<file path="config.mk">
export PLATFORM = sky130hd
export DESIGN_NAME = tof_range_sampler
export DESIGN_NICKNAME = d
export VERILOG_FILES = /design/src/rtl/tof_pkg.sv /design/src/rtl/tof_period_timer.sv /design/src/rtl/tof_range_sampler.sv
export SDC_FILE = /design/constraint.sdc
export NUM_CORES = 1
export LEC_CHECK = 0
export CORE_AREA = 4 4 101 103
export DETAILED_ROUTE_END_ITERATION = 8
export DIE_AREA = 0 0 105 107
export PLACE_DENSITY = 0.79
export RECOVER_POWER = 100
export REMOVE_ABC_BUFFERS = 1
export SKIP_LAST_GASP = 1
export SYNTH_ARGS = -nofsm -noshare
export SYNTH_HDL_FRONTEND = slang
export SYNTH_HIERARCHICAL = 1
export SYNTH_SLANG_ARGS = --single-unit
</file>
<file path="constraint.sdc">
create_clock -name clk -period 5.44 [get_ports clk]
set_clock_uncertainty 0.1 [all_clocks]
set_input_delay 1.36 -clock clk [delete_from_list [all_inputs] [get_ports clk]]
set_output_delay 1.36 -clock clk [all_outputs]
set_load 0.03 [all_outputs]
</file>
<file path="src/rtl/tof_pkg.sv">
// ---------------------------------------------------------------------------
// tof_pkg
// Shared definitions for the VL53L0X time-of-flight sampling logic: the
// sequencer state encoding, sensor register constants and default timing
// derived from the 27 MHz system clock.
// ---------------------------------------------------------------------------
package tof_pkg;

    localparam int CLK_HZ    = 27_000_000;
    localparam int SAMPLE_HZ = 30;

    // VL53L0X bus address and the first result register of a ranging readout
    localparam logic [6:0] VL53_DEV_ADDR       = 7'h29;
    localparam logic [7:0] RESULT_RANGE_STATUS = 8'h14;

    // Byte offsets inside the result block starting at RESULT_RANGE_STATUS
    localparam int RANGE_STATUS_OFFSET = 0;
    localparam int RANGE_MSB_OFFSET    = 10;

    // 30 Hz sample period and a 10 ms limit on each register read
    localparam int DEFAULT_PERIOD_CYCLES = CLK_HZ / SAMPLE_HZ;
    localparam int DEFAULT_DONE_TIMEOUT  = CLK_HZ / 100;

    typedef enum logic [2:0] {
        IDLE        = 3'd0,
        START       = 3'd1,
        WAIT_DONE   = 3'd2,
        POP         = 3'd3,
        CAPTURE     = 3'd4,
        PUBLISH     = 3'd5,
        FAIL        = 3'd6,
        WAIT_PERIOD = 3'd7
    } tof_state_t;

endpackage

</file>
<file path="src/rtl/tof_period_timer.sv">
// ---------------------------------------------------------------------------
// tof_period_timer
// Loadable down-counter. After a load it counts down once to zero and
// raises tc for exactly one cycle when it gets there, then stays idle until
// the next load.
//
// Ports:
//   clk        - system clock
//   reset      - asynchronous, active-low reset
//   load       - load load_value and arm the counter
//   load_value - number of cycles after the load cycle before tc (tc fires
//                load_value+1 cycles after load is sampled)
//   tc         - one-cycle terminal-count pulse
// ---------------------------------------------------------------------------
module tof_period_timer #(
    parameter int WIDTH = 20
) (
    input  logic             clk,
    input  logic             reset,
    input  logic             load,
    input  logic [WIDTH-1:0] load_value,
    output logic             tc
);

    logic [WIDTH-1:0] count;
    logic             active;

    // A fresh load always wins, so a restart in the same cycle as the
    // terminal count simply re-arms the counter.
    always_ff @(posedge clk or negedge reset) begin
        if (!reset) begin
            count  <= '0;
            active <= 1'b0;
        end else if (load) begin
            count  <= load_value;
            active <= 1'b1;
        end else if (active) begin
            if (count == '0) begin
                active <= 1'b0;
            end else begin
                count <= count - WIDTH'(1);
            end
        end
    end

    assign tc = active && (count == '0);

endmodule

</file>
<file path="src/rtl/tof_range_sampler.sv">
// ---------------------------------------------------------------------------
// tof_range_sampler
// Periodically starts the VL53L0X register-read engine, waits for it to
// finish, drains its read FIFO one byte at a time and publishes the range
// (mm) and range-status byte as a one-cycle valid pulse. Failed, timed-out
// or short reads are counted; three in a row raise a sticky sensor_error.
//
// Ports:
//   clk, reset            - system clock, asynchronous active-low reset
//   enable                - sample while high
//   rd_start              - one-cycle start pulse to the read engine
//   rd_dev_address        - I2C address for the engine (DEV_ADDR)
//   rd_reg_address        - first register to read (RESULT_REG)
//   rd_byte_width         - bytes per read (READ_BYTES)
//   rd_done, rd_failure   - engine completion / message failure
//   fifo_data             - FIFO read data
//   fifo_read_en          - one-cycle FIFO pop
//   fifo_empty            - FIFO empty flag
//   fifo_read_valid       - fifo_data valid, one cycle after the pop
//   range_mm              - last good range in millimetres
//   range_status          - last good range-status byte
//   range_valid           - one-cycle pulse when the two above update
//   fail_count            - saturating count of consecutive failures
//   sensor_error          - sticky, set once failures reach MAX_FAILS
//   state_out             - debug copy of the state register
// ---------------------------------------------------------------------------
module tof_range_sampler
    import tof_pkg::*;
#(
    parameter logic [6:0] DEV_ADDR      = VL53_DEV_ADDR,
    parameter logic [7:0] RESULT_REG    = RESULT_RANGE_STATUS,
    parameter int         READ_BYTES    = 12,
    parameter int         STATUS_IDX    = RANGE_STATUS_OFFSET,
    parameter int         RANGE_MSB_IDX = RANGE_MSB_OFFSET,
    parameter int         PERIOD_CYCLES = DEFAULT_PERIOD_CYCLES,
    parameter int         DONE_TIMEOUT  = DEFAULT_DONE_TIMEOUT,
    parameter int         MAX_FAILS     = 3
) (
    input  logic        clk,
    input  logic        reset,
    input  logic        enable,
    output logic        rd_start,
    output logic [6:0]  rd_dev_address,
    output logic [7:0]  rd_reg_address,
    output logic [3:0]  rd_byte_width,
    input  logic        rd_done,
    input  logic        rd_failure,
    input  logic [7:0]  fifo_data,
    output logic        fifo_read_en,
    input  logic        fifo_empty,
    input  logic        fifo_read_valid,
    output logic [15:0] range_mm,
    output logic [7:0]  range_status,
    output logic        range_valid,
    output logic [1:0]  fail_count,
    output logic        sensor_error,
    output logic [2:0]  state_out
);

    localparam int TIMER_MAX = (PERIOD_CYCLES > DONE_TIMEOUT) ? PERIOD_CYCLES : DONE_TIMEOUT;
    localparam int CNT_W     = $clog2(TIMER_MAX + 1);

    // The period timer is loaded in START and its tc lets WAIT_PERIOD leave
    // on the following edge, so loading PERIOD_CYCLES-2 spaces STARTs
    // exactly PERIOD_CYCLES apart. The done timer leaves WAIT_DONE after
    // DONE_TIMEOUT cycles there.
    localparam logic [CNT_W-1:0] PERIOD_LOAD = CNT_W'(PERIOD_CYCLES - 2);
    localparam logic [CNT_W-1:0] DONE_LOAD   = CNT_W'(DONE_TIMEOUT - 1);

    localparam logic [3:0] LAST_IDX   = 4'(READ_BYTES - 1);
    localparam logic [3:0] STATUS_POS = 4'(STATUS_IDX);
    localparam logic [3:0] MSB_POS    = 4'(RANGE_MSB_IDX);
    localparam logic [3:0] LSB_POS    = 4'(RANGE_MSB_IDX + 1);

    // Reject configurations whose byte indices fall outside the read block
    if (READ_BYTES < 1 || READ_BYTES > 15) begin : g_bad_read_bytes
        $error("tof_range_sampler: READ_BYTES must lie in 1..15");
    end
    if (STATUS_IDX < 0 || STATUS_IDX >= READ_BYTES) begin : g_bad_status_idx
        $error("tof_range_sampler: STATUS_IDX outside the read block");
    end
    if (RANGE_MSB_IDX < 0 || RANGE_MSB_IDX + 1 >= READ_BYTES) begin : g_bad_range_idx
        $error("tof_range_sampler: range bytes outside the read block");
    end
    if (PERIOD_CYCLES < 2 || DONE_TIMEOUT < 1 || MAX_FAILS < 1) begin : g_bad_timing
        $error("tof_range_sampler: PERIOD_CYCLES >= 2, DONE_TIMEOUT >= 1, MAX_FAILS >= 1 required");
    end

    tof_state_t state;
    logic [3:0] byte_idx;
    logic [1:0] cap_wait;
    logic [7:0] status_sh;
    logic [7:0] msb_sh;
    logic [7:0] lsb_sh;
    logic       period_pending;
    logic       period_tc;
    logic       done_tc;
    logic       timers_load;

    assign rd_dev_address = DEV_ADDR;
    assign rd_reg_address = RESULT_REG;
    assign rd_byte_width  = 4'(READ_BYTES);
    assign state_out      = state;
    assign timers_load    = (state == START);

    tof_period_timer #(.WIDTH(CNT_W)) u_period_timer (
        .clk        (clk),
        .reset      (reset),
        .load       (timers_load),
        .load_value (PERIOD_LOAD),
        .tc         (period_tc)
    );

    tof_period_timer #(.WIDTH(CNT_W)) u_done_timer (
        .clk        (clk),
        .reset      (reset),
        .load       (timers_load),
        .load_value (DONE_LOAD),
        .tc         (done_tc)
    );

    // Sequencer. All handshake and result outputs are registered here; the
    // pulses default low every cycle. period_pending remembers a period
    // expiry that happened while a long transaction was still running.
    always_ff @(posedge clk or negedge reset) begin
        if (!reset) begin
            state          <= IDLE;
            rd_start       <= 1'b0;
            fifo_read_en   <= 1'b0;
            range_mm       <= '0;
            range_status   <= '0;
            range_valid    <= 1'b0;
            fail_count     <= '0;
            sensor_error   <= 1'b0;
            byte_idx       <= '0;
            cap_wait       <= '0;
            status_sh      <= '0;
            msb_sh         <= '0;
            lsb_sh         <= '0;
            period_pending <= 1'b0;
        end else begin
            rd_start     <= 1'b0;
            fifo_read_en <= 1'b0;
            range_valid  <= 1'b0;

            if (state == START) begin
                period_pending <= 1'b0;
            end else if (period_tc) begin
                period_pending <= 1'b1;
            end

            case (state)
                IDLE: begin
                    if (enable) begin
                        state <= START;
                    end
                end
                START: begin
                    rd_start <= 1'b1;
                    state    <= WAIT_DONE;
                end
                WAIT_DONE: begin
                    // A failure reported together with done still counts as a failure
                    if (rd_failure || done_tc) begin
                        state <= FAIL;
                    end else if (rd_done) begin
                        byte_idx <= '0;
                        state    <= POP;
                    end
                end
                POP: begin
                    if (fifo_empty) begin
                        state <= FAIL;
                    end else begin
                        fifo_read_en <= 1'b1;
                        cap_wait     <= '0;
                        state        <= CAPTURE;
                    end
                end
                CAPTURE: begin
                    if (fifo_read_valid) begin
                        if (byte_idx == STATUS_POS) begin
                            status_sh <= fifo_data;
                        end
                        if (byte_idx == MSB_POS) begin
                            msb_sh <= fifo_data;
                        end
                        if (byte_idx == LSB_POS) begin
                            lsb_sh <= fifo_data;
                        end
                        byte_idx <= byte_idx + 4'd1;
                        state    <= (byte_idx == LAST_IDX) ? PUBLISH : POP;
                    end else if (cap_wait == 2'd3) begin
                        state <= FAIL;
                    end else begin
                        cap_wait <= cap_wait + 2'd1;
                    end
                end
                PUBLISH: begin
                    range_mm     <= {msb_sh, lsb_sh};
                    range_status <= status_sh;
                    range_valid  <= 1'b1;
                    fail_count   <= '0;
                    state        <= enable ? WAIT_PERIOD : IDLE;
                end
                FAIL: begin
                    fail_count <= (fail_count == 2'd3) ? 2'd3 : fail_count + 2'd1;
                    if (int'(fail_count) + 1 >= MAX_FAILS) begin
                        sensor_error <= 1'b1;
                    end
                    state <= enable ? WAIT_PERIOD : IDLE;
                end
                WAIT_PERIOD: begin
                    if (!enable) begin
                        state <= IDLE;
                    end else if (period_pending || period_tc) begin
                        state <= START;
                    end
                end
                default: begin
                    state <= IDLE;
                end
            endcase
        end
    end

endmodule

</file>
==> results of run 1 <==
cell usage in the layout, fill, tap and decap left out, types with 6 or more instances in the layout:
| master | count |
|---|---|
| sky130_fd_sc_hd__xnor2_1 | 16 |
| sky130_fd_sc_hd__dfrtp_1 | 106 |
| sky130_fd_sc_hd__conb_1 | 59 |
| sky130_fd_sc_hd__dlygate4sd3_1 | 35 |
| sky130_fd_sc_hd__nand2_1 | 57 |
| sky130_fd_sc_hd__inv_1 | 11 |
| sky130_fd_sc_hd__ha_1 | 8 |
| sky130_fd_sc_hd__clkdlybuf4s50_1 | 11 |
| sky130_fd_sc_hd__mux2_2 | 50 |
| sky130_fd_sc_hd__xor2_1 | 16 |
| sky130_fd_sc_hd__nor2_1 | 21 |
| sky130_fd_sc_hd__nand3_1 | 14 |
| sky130_fd_sc_hd__nor3_1 | 24 |
| sky130_fd_sc_hd__nand4_1 | 7 |
| sky130_fd_sc_hd__o21ai_0 | 43 |
| sky130_fd_sc_hd__clkbuf_8 | 9 |
| sky130_fd_sc_hd__a21oi_1 | 9 |
| sky130_fd_sc_hd__nor4_2 | 6 |
final cells by class:
type                    instances  area share
well taps                     111     0.02229
flip-flops and latches        106      0.4258
clock inverters                 7     0.01506
repair buffers                 49     0.07692
clock buffers                   9     0.01988
inverters                      11    0.006628
multi-input cells             409      0.4334
worst max-delay path: cells and delay by family:
kind	cells	cell delay, ns
buffers and inverters	1	0.63
multiplexers	1	0.43
AND/OR/NAND/NOR	2	1.61
per-stage QoR:
stage	hold slack, ns	setup slack [ns]	utilization
2_1_floorplan	0.3471	-0.4753	-
3_3_place_gp	0.3594	2.107	0.6597
3_5_place_dp	0.3717	2.062	0.6597
4_1_cts	0.4031	1.982	0.6834
5_1_grt	0.4330	1.297	0.6774
6_report	0.3932	1.573	0.6774
layer usage:
layer / vias to the layer above / share of wire / global-route usage
met5: - / 0 / 0
met4: 0 / 0.0088 / 0.05155
met3: 10 / 0.039 / 0.04636
met2: 74 / 0.48 / 0.3304
met1: 1844 / 0.47 / 0.2602
li1: 1910 / - / -
state kept, by name, indices dropped and copies added, names as in the netlist:
register and cells:
range_mm 16, u_done_timer/count 20, range_status 8, byte_idx 4, lsb_sh 8, state_out 3, sensor_error 1, u_period_timer/active 1
u_period_timer/count 20, msb_sh 8, fifo_read_en 1, cap_wait 2, status_sh 8, rd_start 1, fail_count 2, u_done_timer/active 1
period_pending 1, range_valid 1
kinds of logic after synthesis:
group                      Yosys count  share of synthesized area
AOI/OAI and AO/OA                   89                     0.1045
xor gates and xnor gates            32                    0.05143
adders and majority gates            8                    0.01837
buffers and inverters               49                    0.04845
DFF                                106                     0.4868
muxes                               50                     0.1033
other                                2                   0.001378
and+or+nand+nor                    171                     0.1858
power breakdown:
group | internal [uW] | total, uW | switching [uW]
Sequential | 1040 | 1350 | 313
Combinational | 469 | 1070 | 604
Clock | 191 | 504 | 313
Total | 1700 | 2930 | 1230
worst min path at each step:
stage / from / endpoint / slack (ns) / cells past startpoint
2_1_floorplan: period_pending$_DFFE_PN0P_ / period_pending$_DFFE_PN0P_ / 0.35 / 2
3_3_place_gp: sensor_error$_DFFE_PN0P_ / sensor_error$_DFFE_PN0P_ / 0.36 / 1
3_5_place_dp: sensor_error$_DFFE_PN0P_ / sensor_error$_DFFE_PN0P_ / 0.37 / 1
4_1_cts: sensor_error$_DFFE_PN0P_ / sensor_error$_DFFE_PN0P_ / 0.40 / 1
5_1_grt: sensor_error$_DFFE_PN0P_ / sensor_error$_DFFE_PN0P_ / 0.43 / 1
6_report: sensor_error$_DFFE_PN0P_ / sensor_error$_DFFE_PN0P_ / 0.39 / 1
==> metrics.log, run 1 <==
INFO  metric worst_skew_pair.late_latency = 0.38 ns
INFO  metric start_kind = primary input
INFO  metric violations = capacitance limit, slew limit
INFO  metric worst-slew-pin-transition = 2.059 ns
INFO  metric numClockSinks = 106
INFO  metric synthesis.instances = 507
INFO  metric end_kind = flop
INFO  metric post_route_cells_drive_above_1_share = 0.1455
INFO  metric setup_bufs_post_cts = 0
INFO  metric synth_area_leaders = sky130_fd_sc_hd__dfrtp_1 (49%), sky130_fd_sc_hd__mux2_2 (10%), sky130_fd_sc_hd__nand2_1 (3.9%), sky130_fd_sc_hd__o21ai_1 (3.9%), sky130_fd_sc_hd__buf_4 (2.6%)
INFO  metric numPortBuffers = 47
INFO  metric critical_path.max_fanout = 8
INFO  metric grt_overflow = 0
INFO  metric drt_drc_violations_left = 0
INFO  metric setup_violations = 0
INFO  metric detail-route-antenna-nets = 0
INFO  metric clk_pin_slew = 0.11 ns
INFO  metric fin_crit_sh = 0.7109
INFO  metric ys_seq_area_frac = 0.4868
INFO  metric nNetsFinal = 609
INFO  metric grt_start_max_net_pins = 87
INFO  metric wire_length_of_the_first_global_routing_pass = 18170 um
INFO  metric fp.coreArea = 0.009196 mm2
INFO  metric r2r_end = status_sh[1]$_DFFE_PN0P_
INFO  metric dr_total_vias = 3838
INFO  metric layout-area-overhead-vs-synth = 14.33%
INFO  metric synth_async_sr_flop_share = 1.000
INFO  metric synth_edf_count = 0
INFO  metric crit_end = status_sh[1]$_DFFE_PN0P_
INFO  metric netlist_area_before_placement = 0.005449 mm2
INFO  metric cp_data_required_time = 5.61 ns
INFO  metric postCtsHoldBufs = 0
INFO  metric layout.cells.non_filler = 702
INFO  metric post-synth-top-area-cell = sky130_fd_sc_hd__dfrtp_1
INFO  metric routed_wl = 10310 um
INFO  metric insertedDiodeCount = 0
INFO  metric dr.first_iter.drc_count = 141
INFO  metric total_placed_cells_including_tap_cells = 686
INFO  metric dominantRegCellSynth = sky130_fd_sc_hd__dfrtp_1
INFO  metric timing.max_slew.rel_slack = -0.3725
INFO  metric number_of_antenna_violations_at_the_first_check_in_global_routing = 0
INFO  metric timing.critical_path.from = fifo_read_valid
INFO  metric critPathKind = in -> reg
INFO  metric multiInputGateArea = 0.002700 mm2
INFO  metric p_leak = 0.002751 uW
INFO  metric critical-path-slowest-cell = sky130_fd_sc_hd__nor4b_1
INFO  metric detail_route.vias_per_cell = 5.467
INFO  metric drtPass1Iterations = 4
INFO  metric synth.cells.most_frequent = sky130_fd_sc_hd__dfrtp_1 (106), sky130_fd_sc_hd__nand2_1 (57), sky130_fd_sc_hd__mux2_2 (50), sky130_fd_sc_hd__o21ai_1 (42), sky130_fd_sc_hd__nor3_1 (24)
INFO  metric clock_tree.htree_level_count = 3
INFO  metric worstHoldPathType = reg -> reg
INFO  metric setup_tns = 0 ns
INFO  metric finalHoldViolCount = 0
INFO  metric effective_utilization_at_floorplan = 0.5925
INFO  metric power_density = 469.9 mW/mm2
INFO  metric synthDominantCellAreaShare = 0.4868
INFO  metric yosys.cell_count.top_type = sky130_fd_sc_hd__dfrtp_1
INFO  metric worstPathCellList = dlygate4sd3_1 > nand4bb_1 > nor4b_1 > mux2_2
INFO  metric fp.dieW = 105 um
INFO  metric die-height = 107 um
INFO  metric max_cap_violations = 2
INFO  metric crit_path_max_incr_delay = 1.35 ns
INFO  metric groute.usage.overall = 0.1975
INFO  metric ys_types = 54
INFO  metric dieArea = 0.01124 mm2
INFO  metric place.gp.congestion = 0.8024
INFO  metric clock-root-buffer = sky130_fd_sc_hd__clkbuf_8
INFO  metric grt_setup_unrepaired = false
INFO  metric dp_hpwl = 7243 um
INFO  metric wl_per_cell = 14.69 um
INFO  metric timing_limited_maximum_frequency = 0.2586 GHz
INFO  metric number_of_rows_in_the_core_area = 35
INFO  metric number_of_global_route_vias_before_repair = 3857
INFO  metric placed_cell_area = 0.006067 mm2
INFO  metric outcome = finished with violations
INFO  metric postSynthAreaPerCell = 10.75 um2
INFO  metric timing.reg2reg.worst_path_depth = 3
INFO  metric cts_buffers = 9
INFO  metric cts.path.max_buffers = 2
INFO  metric post_cts_resized = 0
INFO  metric power_total = 2927 uW
INFO  metric ys_ff_latch = 106
INFO  metric nFillCells = 730
INFO  metric crit-reg2reg-launch = state_out[2]$_DFFE_PN0P_
INFO  metric num_io_pins = 67
INFO  metric post-route-cell-area = 0.006230 mm2
INFO  metric setup.reg_to_reg.worst_slack = 2.37 ns
INFO  metric timing.final.max_slew_violations = 48
INFO  metric tritoncts = yes
INFO  metric power.ir.vdd_worst = 0.4386 mV
INFO  metric final.min_clock_period = 3.867 ns
INFO  metric yosysWarnings = 6
INFO  metric wp_data_arrival = 4.04 ns
INFO  metric seq_area = 0.002653 mm2
Note: power is estimated with default switching activity, not from simulation.
==> inputs of run 2 (changes only) <==
Settings changed: CORE_AREA 4 4 101 103 to 4 4 109 111, DIE_AREA 0 0 105 107 to 0 0 113 115, PLACE_DENSITY 0.79 to 0.72.
Clock period 5.44 ns to 3.41 ns, I/O delays scaled along.
==> run 2 against run 1 <==
  * The flow still finishes with violations (capacitance limit, slew limit)
  * Worst setup slack got worse by 1.1 ns
  * Sequential power rose by 58%
  * Clock-buffer cell count did not move
  * Power rose by 58%
  * Flip-flop and latch count did not move
  * Critical endpoint is now status_sh[6]$_DFFE_PN0P_
  * Highest routed layer unchanged
==> metrics.log, run 2 (same netlist as run 1, synthesis figures left out) <==
INFO  metric outcome = finished with violations
INFO  metric violations = capacitance limit, slew limit
INFO  metric layout.cells.non_filler = 734 (+4.6%)
INFO  metric worst_slack_at_placement = 0.5207 ns (-1.542 ns)
INFO  metric fin_hold_ws = 0.3604 ns (-0.03279 ns)
INFO  metric p_leak = 0.002749 uW (about the same)
INFO  metric routed_wl = 10510 um (+1.9%)
INFO  metric clock-root-buffer = sky130_fd_sc_hd__clkbuf_8
INFO  metric post_route_cells_drive_above_1_share = 0.1380 (-0.007469)
INFO  metric power.ir.vdd_worst = 0.6287 mV (+43%)
INFO  metric layout.cells.most_common = sky130_fd_sc_hd__dfrtp_1
INFO  metric power_total = 4614 uW (+58%)
INFO  metric fin_crit_sh = 0.8520
INFO  metric critical-path-slowest-cell = sky130_fd_sc_hd__nor4b_2
INFO  metric end_kind = flop
INFO  metric wire_length_of_the_first_global_routing_pass = 18380 um (+1.1%)
INFO  metric cp.buffers_inverters = 1 (unchanged)
INFO  metric internal-power = 2698 uW (+59%)
INFO  metric setup_tns = 0 ns (unchanged)
INFO  metric max_cap_violations = 1 (-1)
INFO  metric drtPass1Iterations = 5 (+1)
INFO  metric finalHoldViolCount = 0 (unchanged)
INFO  metric clk_pin_slew = 0.11 ns (about the same)
INFO  metric path_delay_family = simple AND/OR/NAND/NOR gates
INFO  metric tritoncts = yes
INFO  metric dr_total_vias = 3866 (+0.73%)
INFO  metric detail_route.vias_per_cell = 5.267 (-3.7%)
INFO  metric postLayoutSetupSlackWorst = 0.5048 ns (-1.068 ns)
INFO  metric timing_limited_maximum_frequency = 0.3442 GHz
INFO  metric numPortBuffers = 47 (unchanged)
INFO  metric timing.final.max_slew_violations = 29 (-40%)
INFO  metric clock_power_share = 0.156 (-0.016)
INFO  metric effective_utilization_at_floorplan = 0.5049 (-0.08765)
INFO  metric sw_frac_of_total = 0.4154 (-0.005035)
INFO  metric combinational_share_of_power = 0.383 (+0.016)
INFO  metric dieArea = 0.01300 mm2 (+16%)
INFO  metric post_cts_resized = 0 (unchanged)
INFO  metric drt_drc_violations_left = 0 (unchanged)
INFO  metric grt_setup_unrepaired = false
INFO  metric number_of_rows_in_the_core_area = 38 (+8.6%)
INFO  metric fp.coreArea = 0.01079 mm2 (+17%)
INFO  metric seq_power_share = 0.461 (about the same)
INFO  metric total_placed_cells_including_tap_cells = 719 (+4.8%)
INFO  metric worst_skew_pair.late_latency = 0.37 ns (about the same)
INFO  metric num_io_pins = 67 (unchanged)
INFO  metric critPathKind = in -> reg
INFO  metric crit_path_max_incr_delay = 0.90 ns (-0.45 ns)
INFO  metric cp_data_required_time = 3.56 ns (-2.05 ns)
INFO  metric wp_data_arrival = 3.06 ns (-0.98 ns)
INFO  metric insertedDiodeCount = 0 (unchanged)
INFO  metric worst-slew-pin-transition = 1.523 ns (-0.5358 ns)
INFO  metric clock_tree.htree_level_count = 3 (unchanged)
INFO  metric number_of_antenna_violations_at_the_first_check_in_global_routing = 0 (unchanged)
INFO  metric leading_cell_types_in_the_layout_fill_and_taps_excluded = sky130_fd_sc_hd__dfrtp_1 (106), sky130_fd_sc_hd__conb_1 (59), sky130_fd_sc_hd__nand2_1 (57), sky130_fd_sc_hd__mux2_2 (49), sky130_fd_sc_hd__o21ai_0 (35)
INFO  metric setup_bufs_post_cts = 0 (unchanged)
INFO  metric groute.usage.overall = 0.1717 (-0.02574)
INFO  metric power_switching = 1917 uW (+56%)
INFO  metric nNetsFinal = 613 (+0.66%)
INFO  metric postCtsHoldBufs = 0 (unchanged)
INFO  metric cts.path.max_buffers = 2 (unchanged)
INFO  metric grt_start_max_net_pins = 87 (unchanged)
INFO  metric number_of_global_route_vias_before_repair = 3957 (+2.6%)
INFO  metric numClockSinks = 106 (unchanged)
INFO  metric setup_violations = 0 (unchanged)
INFO  metric critical_path.max_fanout = 8 (unchanged)
INFO  metric worstHoldPathType = in -> async
INFO  metric layout-area-overhead-vs-synth = 14.40% (about the same)
INFO  metric die-height = 115 um (+7.5%)
INFO  metric final.min_clock_period = 2.905 ns
INFO  metric cts_buffers = 9 (unchanged)
INFO  metric timing.max_slew.rel_slack = -0.01527 (+0.3572)
INFO  metric detail-route-antenna-nets = 0 (unchanged)
INFO  metric fp.dieW = 113 um (+7.6%)
INFO  metric worstPathCellList = dlygate4sd3_1 > nand4bb_1 > nor4b_2 > mux2_2
INFO  metric power_density = 740.3 mW/mm2 (+58%)
INFO  metric wl_per_cell = 14.32 um (-2.5%)
INFO  metric dp_hpwl = 7536 um (+4.0%)
INFO  metric grt_overflow = 0 (unchanged)
INFO  metric start_kind = primary input
INFO  metric reg.largest.list = u_done_timer/count: 20 flops, u_period_timer/count: 20 flops, range_mm: 16 flops
INFO  metric dr.first_iter.drc_count = 150 (+6.4%)
INFO  metric place.gp.congestion = 0.8013 (-0.14%)
run 2: cell types whose count changed in the layout (fill, tap and decap cells not counted), moves of 3 or more:
cell / delta
sky130_fd_sc_hd__o21ai_0: -8
sky130_fd_sc_hd__o21ai_1: +8
sky130_fd_sc_hd__clkbuf_1: +3
sky130_fd_sc_hd__clkinv_8: -3
run 2: final cells by class:
class | instances | area (um2)
fillers | 937 | 4559
multi-input cells | 409 | 2681
flip-flops and latches | 106 | 2653
repair buffers | 53 | 510.5
well taps | 140 | 175.2
clock buffers | 9 | 123.9
clock inverters | 6 | 48.80
inverters | 11 | 41.29
run 2: final timing paths:
kind,start,slack [ns],to,cells past startpoint
worst min register to register,sensor_error$_DFFE_PN0P_,0.38,sensor_error$_DFFE_PN0P_,1
max in group asynchronous,reset,1.04,u_done_timer/count[6]$_DFFE_PN0P_,2
worst max-delay path,fifo_read_valid,0.50,status_sh[6]$_DFFE_PN0P_,4
worst max register to register,u_period_timer/count[0]$_DFFE_PN0P_,0.62,state_out[2]$_DFFE_PN0P_,9
worst min-delay path,reset,0.36,range_mm[6]$_DFFE_PN0P_,1
min in group clk,sensor_error$_DFFE_PN0P_,0.38,sensor_error$_DFFE_PN0P_,1
run 2: power groups by stage:
stage	clock (uW)	combinational [uW]	sequential (uW)
after CTS	742	1890	2140
final	718	1770	2130
after floorplan	0	1240	2240
after detailed placement	0	1890	2150
after global placement	0	1810	2130
after global routing	791	1990	2200
run 2: worst register-to-register path: stages, from the launching register on:
cell and delay, ns:
sky130_fd_sc_hd__dfrtp_1 0.44, sky130_fd_sc_hd__inv_1 0.14, sky130_fd_sc_hd__ha_1 0.15, sky130_fd_sc_hd__nor4b_1 0.47, sky130_fd_sc_hd__and4_1 0.48, sky130_fd_sc_hd__and3_1 0.21, sky130_fd_sc_hd__nor2_1 0.07, sky130_fd_sc_hd__o2111ai_1 0.18
sky130_fd_sc_hd__o311ai_0 0.23, sky130_fd_sc_hd__o32a_1 0.22
run 2: stage by stage:
step,utilization,cell area (um2)
detailed placement,0.5694,6146
global placement,0.5694,6146
floorplan,-,5440
finish,0.5776,6233
global route,0.5776,6233
CTS,0.5854,6319
run 2: layer usage:
| metal | vias up | wire length, um | global-route usage |
|---|---|---|---|
| met3 | 10 | 425 | 0.03684 |
| met2 | 77 | 5253 | 0.3002 |
| li1 | 1915 | - | - |
| met4 | 0 | 109 | 0.04087 |
| met1 | 1864 | 4720 | 0.2197 |
| met5 | - | 0 | 0 |
==> inputs of run 3 (changes only) <==
Settings changed: CORE_AREA 4 4 109 111 to 2 2 107 109, DIE_AREA 0 0 113 115 to 0 0 109 111, TNS_END_PERCENT set to 20.
==> run 3 against run 2 <==
  * The flow still finishes with violations (capacitance limit, slew limit)
  * Core utilization down 0.23 points
  * First-iteration DRC count up 55%
  * Clock power up 39%
  * Critical path depth unchanged
  * Clock-buffer cell count up 1
  * Largest power group unchanged
  * Hold slack better by 0.0054 ns
  * Non-clock buffer count down 2
==> metrics.log, run 3 (same netlist as run 1, synthesis figures left out) <==
INFO  metric outcome = finished with violations
INFO  metric violations = capacitance limit, slew limit
INFO  metric dieArea = 0.01210 mm2 (-6.9%)
INFO  metric finalHoldViolCount = 0 (unchanged)
INFO  metric timing.reg2reg.worst_path_depth = 9 (unchanged)
INFO  metric worstPathCellList = dlygate4sd3_1 > nand4bb_1 > nor4b_2 > mux2_1
INFO  metric postLayoutSetupSlackWorst = 0.5064 ns (+0.001615 ns)
INFO  metric wire_length_of_the_first_global_routing_pass = 18260 um (-0.64%)
INFO  metric number_of_antenna_violations_at_the_first_check_in_global_routing = 0 (unchanged)
INFO  metric place.gp.congestion = 0.8344 (+4.1%)
INFO  metric critical_path.max_fanout = 8 (unchanged)
INFO  metric path_delay_family = simple AND/OR/NAND/NOR gates
INFO  metric num_io_pins = 67 (unchanged)
INFO  metric drtPass1Iterations = 4 (-1)
INFO  metric number_of_global_route_vias_before_repair = 3829 (-3.2%)
INFO  metric setup_bufs_post_cts = 0 (unchanged)
INFO  metric effective_utilization_at_floorplan = 0.4919 (-0.01295)
INFO  metric tritoncts = yes
INFO  metric fp.coreArea = 0.01108 mm2 (+2.6%)
INFO  metric path_depth = 4 (unchanged)
INFO  metric max_cap_violations = 1 (unchanged)
INFO  metric power_density = 769.1 mW/mm2 (+3.9%)
INFO  metric nFillCells = 945 (+0.85%)
INFO  metric fin_crit_sh = 0.8515 (about the same)
INFO  metric layout-area-overhead-vs-synth = 16.95%
INFO  metric timing.max_slew.rel_slack = -0.02699 (-0.01172)
INFO  metric crit_path_max_incr_delay = 0.87 ns (-0.03 ns)
INFO  metric cts_buffers = 9 (unchanged)
INFO  metric start_kind = primary input
INFO  metric p_leak = 0.002803 uW (+2.0%)
INFO  metric worst_slack_at_placement = 0.4924 ns (-0.02831 ns)
INFO  metric layout.cells.most_common = sky130_fd_sc_hd__dfrtp_1
INFO  metric groute.usage.overall = 0.1853 (+0.01358)
INFO  metric power.ir.vdd_worst = 0.3187 mV (-49%)
INFO  metric reg.largest.list = u_done_timer/count: 20 flops, u_period_timer/count: 20 flops, range_mm: 16 flops
INFO  metric cts.path.max_buffers = 2 (unchanged)
INFO  metric critical-path-slowest-cell = sky130_fd_sc_hd__nor4b_2
INFO  metric post_route_cells_drive_above_1_share = 0.1433 (+0.005292)
INFO  metric grt_setup_unrepaired = false
INFO  metric numClockSinks = 106 (unchanged)
INFO  metric grt_overflow = 0 (unchanged)
INFO  metric clock-root-buffer = sky130_fd_sc_hd__clkbuf_16
INFO  metric number_of_rows_in_the_core_area = 39 (+2.6%)
INFO  metric routed_wl = 10310 um (-1.9%)
INFO  metric detail_route.vias_per_cell = 5.318 (+0.97%)
INFO  metric timing.final.max_slew_violations = 63 (+120%)
INFO  metric dr.first_iter.drc_count = 233 (+55%)
INFO  metric grt_start_max_net_pins = 86 (-1.1%)
INFO  metric cp.buffers_inverters = 1 (unchanged)
INFO  metric postCtsHoldBufs = 0 (unchanged)
INFO  metric nNetsFinal = 611 (-0.33%)
INFO  metric wp_data_arrival = 3.02 ns (-0.04 ns)
INFO  metric numPortBuffers = 47 (unchanged)
INFO  metric clk_pin_slew = 0.08 ns (-0.03 ns)
INFO  metric leading_cell_types_in_the_layout_fill_and_taps_excluded = sky130_fd_sc_hd__dfrtp_1 (106), sky130_fd_sc_hd__conb_1 (59), sky130_fd_sc_hd__nand2_1 (57), sky130_fd_sc_hd__mux2_2 (49), sky130_fd_sc_hd__o21ai_0 (39)
INFO  metric critPathKind = in -> reg
INFO  metric worst_skew_pair.late_latency = 0.34 ns (-0.03 ns)
INFO  metric final.min_clock_period = 2.904 ns (-0.001615 ns)
INFO  metric fp.dieW = 109 um (-3.5%)
INFO  metric min_path_cells = 1
INFO  metric placed_cell_area = 0.006147 mm2 (about the same)
INFO  metric end_kind = flop
INFO  metric setup_violations = 0 (unchanged)
INFO  metric wl_per_cell = 14.00 um (-2.2%)
INFO  metric detail-route-antenna-nets = 0 (unchanged)
INFO  metric clock_tree.htree_level_count = 3 (unchanged)
INFO  metric insertedDiodeCount = 0 (unchanged)
INFO  metric drt_drc_violations_left = 0 (unchanged)
INFO  metric cp_data_required_time = 3.53 ns (-0.03 ns)
INFO  metric dp_hpwl = 7175 um (-4.8%)
INFO  metric worstHoldPathType = reg -> reg
INFO  metric post-route-cell-area = 0.006372 mm2 (+2.2%)
INFO  metric post_cts_resized = 0 (unchanged)
INFO  metric worst-slew-pin-transition = 1.540 ns (+0.01758 ns)
INFO  metric dr_total_vias = 3914 (+1.2%)
INFO  metric die-height = 111 um (-3.5%)
INFO  metric timing_limited_maximum_frequency = 0.3444 GHz (about the same)
[run 3: cell types whose count changed in the layout (fill, tap and decap cells not counted), sizes merged]
cell,previous run,this run
clkbuf,13,12
clkinv,2,3
inv,15,14
[run 3: final timing paths]
| path | from | endpoint | slack [ns] |
|---|---|---|---|
| worst min register to register | sensor_error$_DFFE_PN0P_ | sensor_error$_DFFE_PN0P_ | 0.37 |
| worst max register to register | u_period_timer/count[0]$_DFFE_PN0P_ | state_out[2]$_DFFE_PN0P_ | 0.65 |
| min in group asynchronous | reset | lsb_sh[6]$_DFFE_PN0P_ | 0.79 |
| worst min-delay path | sensor_error$_DFFE_PN0P_ | sensor_error$_DFFE_PN0P_ | 0.37 |
| worst max-delay path | fifo_read_valid | status_sh[2]$_DFFE_PN0P_ | 0.51 |
| max in group asynchronous | reset | u_period_timer/count[9]$_DFFE_PN0P_ | 1.49 |
[run 3: per-stage QoR]
| stage | util | total power [uW] | std cells | hold WS (ns) | TNS [ns] |
|---|---|---|---|---|---|
| after global routing | 0.5753 | 5280 | 736 | 0.4047 | 0 |
| final | 0.5753 | 4901 | 736 | 0.3658 | 0 |
| after CTS | 0.5810 | 5068 | 736 | 0.3746 | 0 |
| after floorplan | - | 3481 | 526 | 0.3471 | -99.40 |
| after global placement | 0.5550 | 3950 | 720 | 0.3550 | 0 |
| after detailed placement | 0.5550 | 4040 | 720 | 0.3566 | 0 |
[run 3: per-layer routing]
| layer | GRT usage | vias up | wire length, um |
|---|---|---|---|
| met5 | 0 | - | 0 |
| met4 | 0.07009 | 0 | 117 |
| met2 | 0.2845 | 93 | 4838 |
| met3 | 0.02293 | 11 | 363 |
| li1 | - | 1910 | - |
| met1 | 0.2678 | 1900 | 4987 |
[run 3: worst reg2reg max path, cell delays in order, from the launching register on]
cell and delay [ns]:
sky130_fd_sc_hd__dfrtp_1 0.42, sky130_fd_sc_hd__inv_1 0.13, sky130_fd_sc_hd__ha_1 0.16, sky130_fd_sc_hd__nor4b_1 0.46
sky130_fd_sc_hd__and4_1 0.49, sky130_fd_sc_hd__and3_1 0.24, sky130_fd_sc_hd__nor2_1 0.07, sky130_fd_sc_hd__o2111ai_1 0.16
sky130_fd_sc_hd__o311ai_0 0.21, sky130_fd_sc_hd__o32a_1 0.22
[run 3: power breakdown]
part | leakage [uW] | internal, uW | switching [uW]
sequential | 0.00135 | 1660 | 472
clock | 0.000141 | 513 | 483
combinational | 0.00131 | 767 | 1010
[run 3: layout make-up]
| class | instances | area (um2) | share of cell area |
|---|---|---|---|
| Clock inverter | 6 | 60.06 | 0.009425 |
| Clock buffer | 10 | 229.0 | 0.03593 |
| Timing Repair Buffer | 51 | 516.7 | 0.08109 |
| Tap cell | 143 | 178.9 | 0.02808 |
| Inverter | 11 | 41.29 | 0.006479 |
| Multi-Input combinational cell | 409 | 2694 | 0.4227 |
| Sequential cell | 106 | 2653 | 0.4163 |
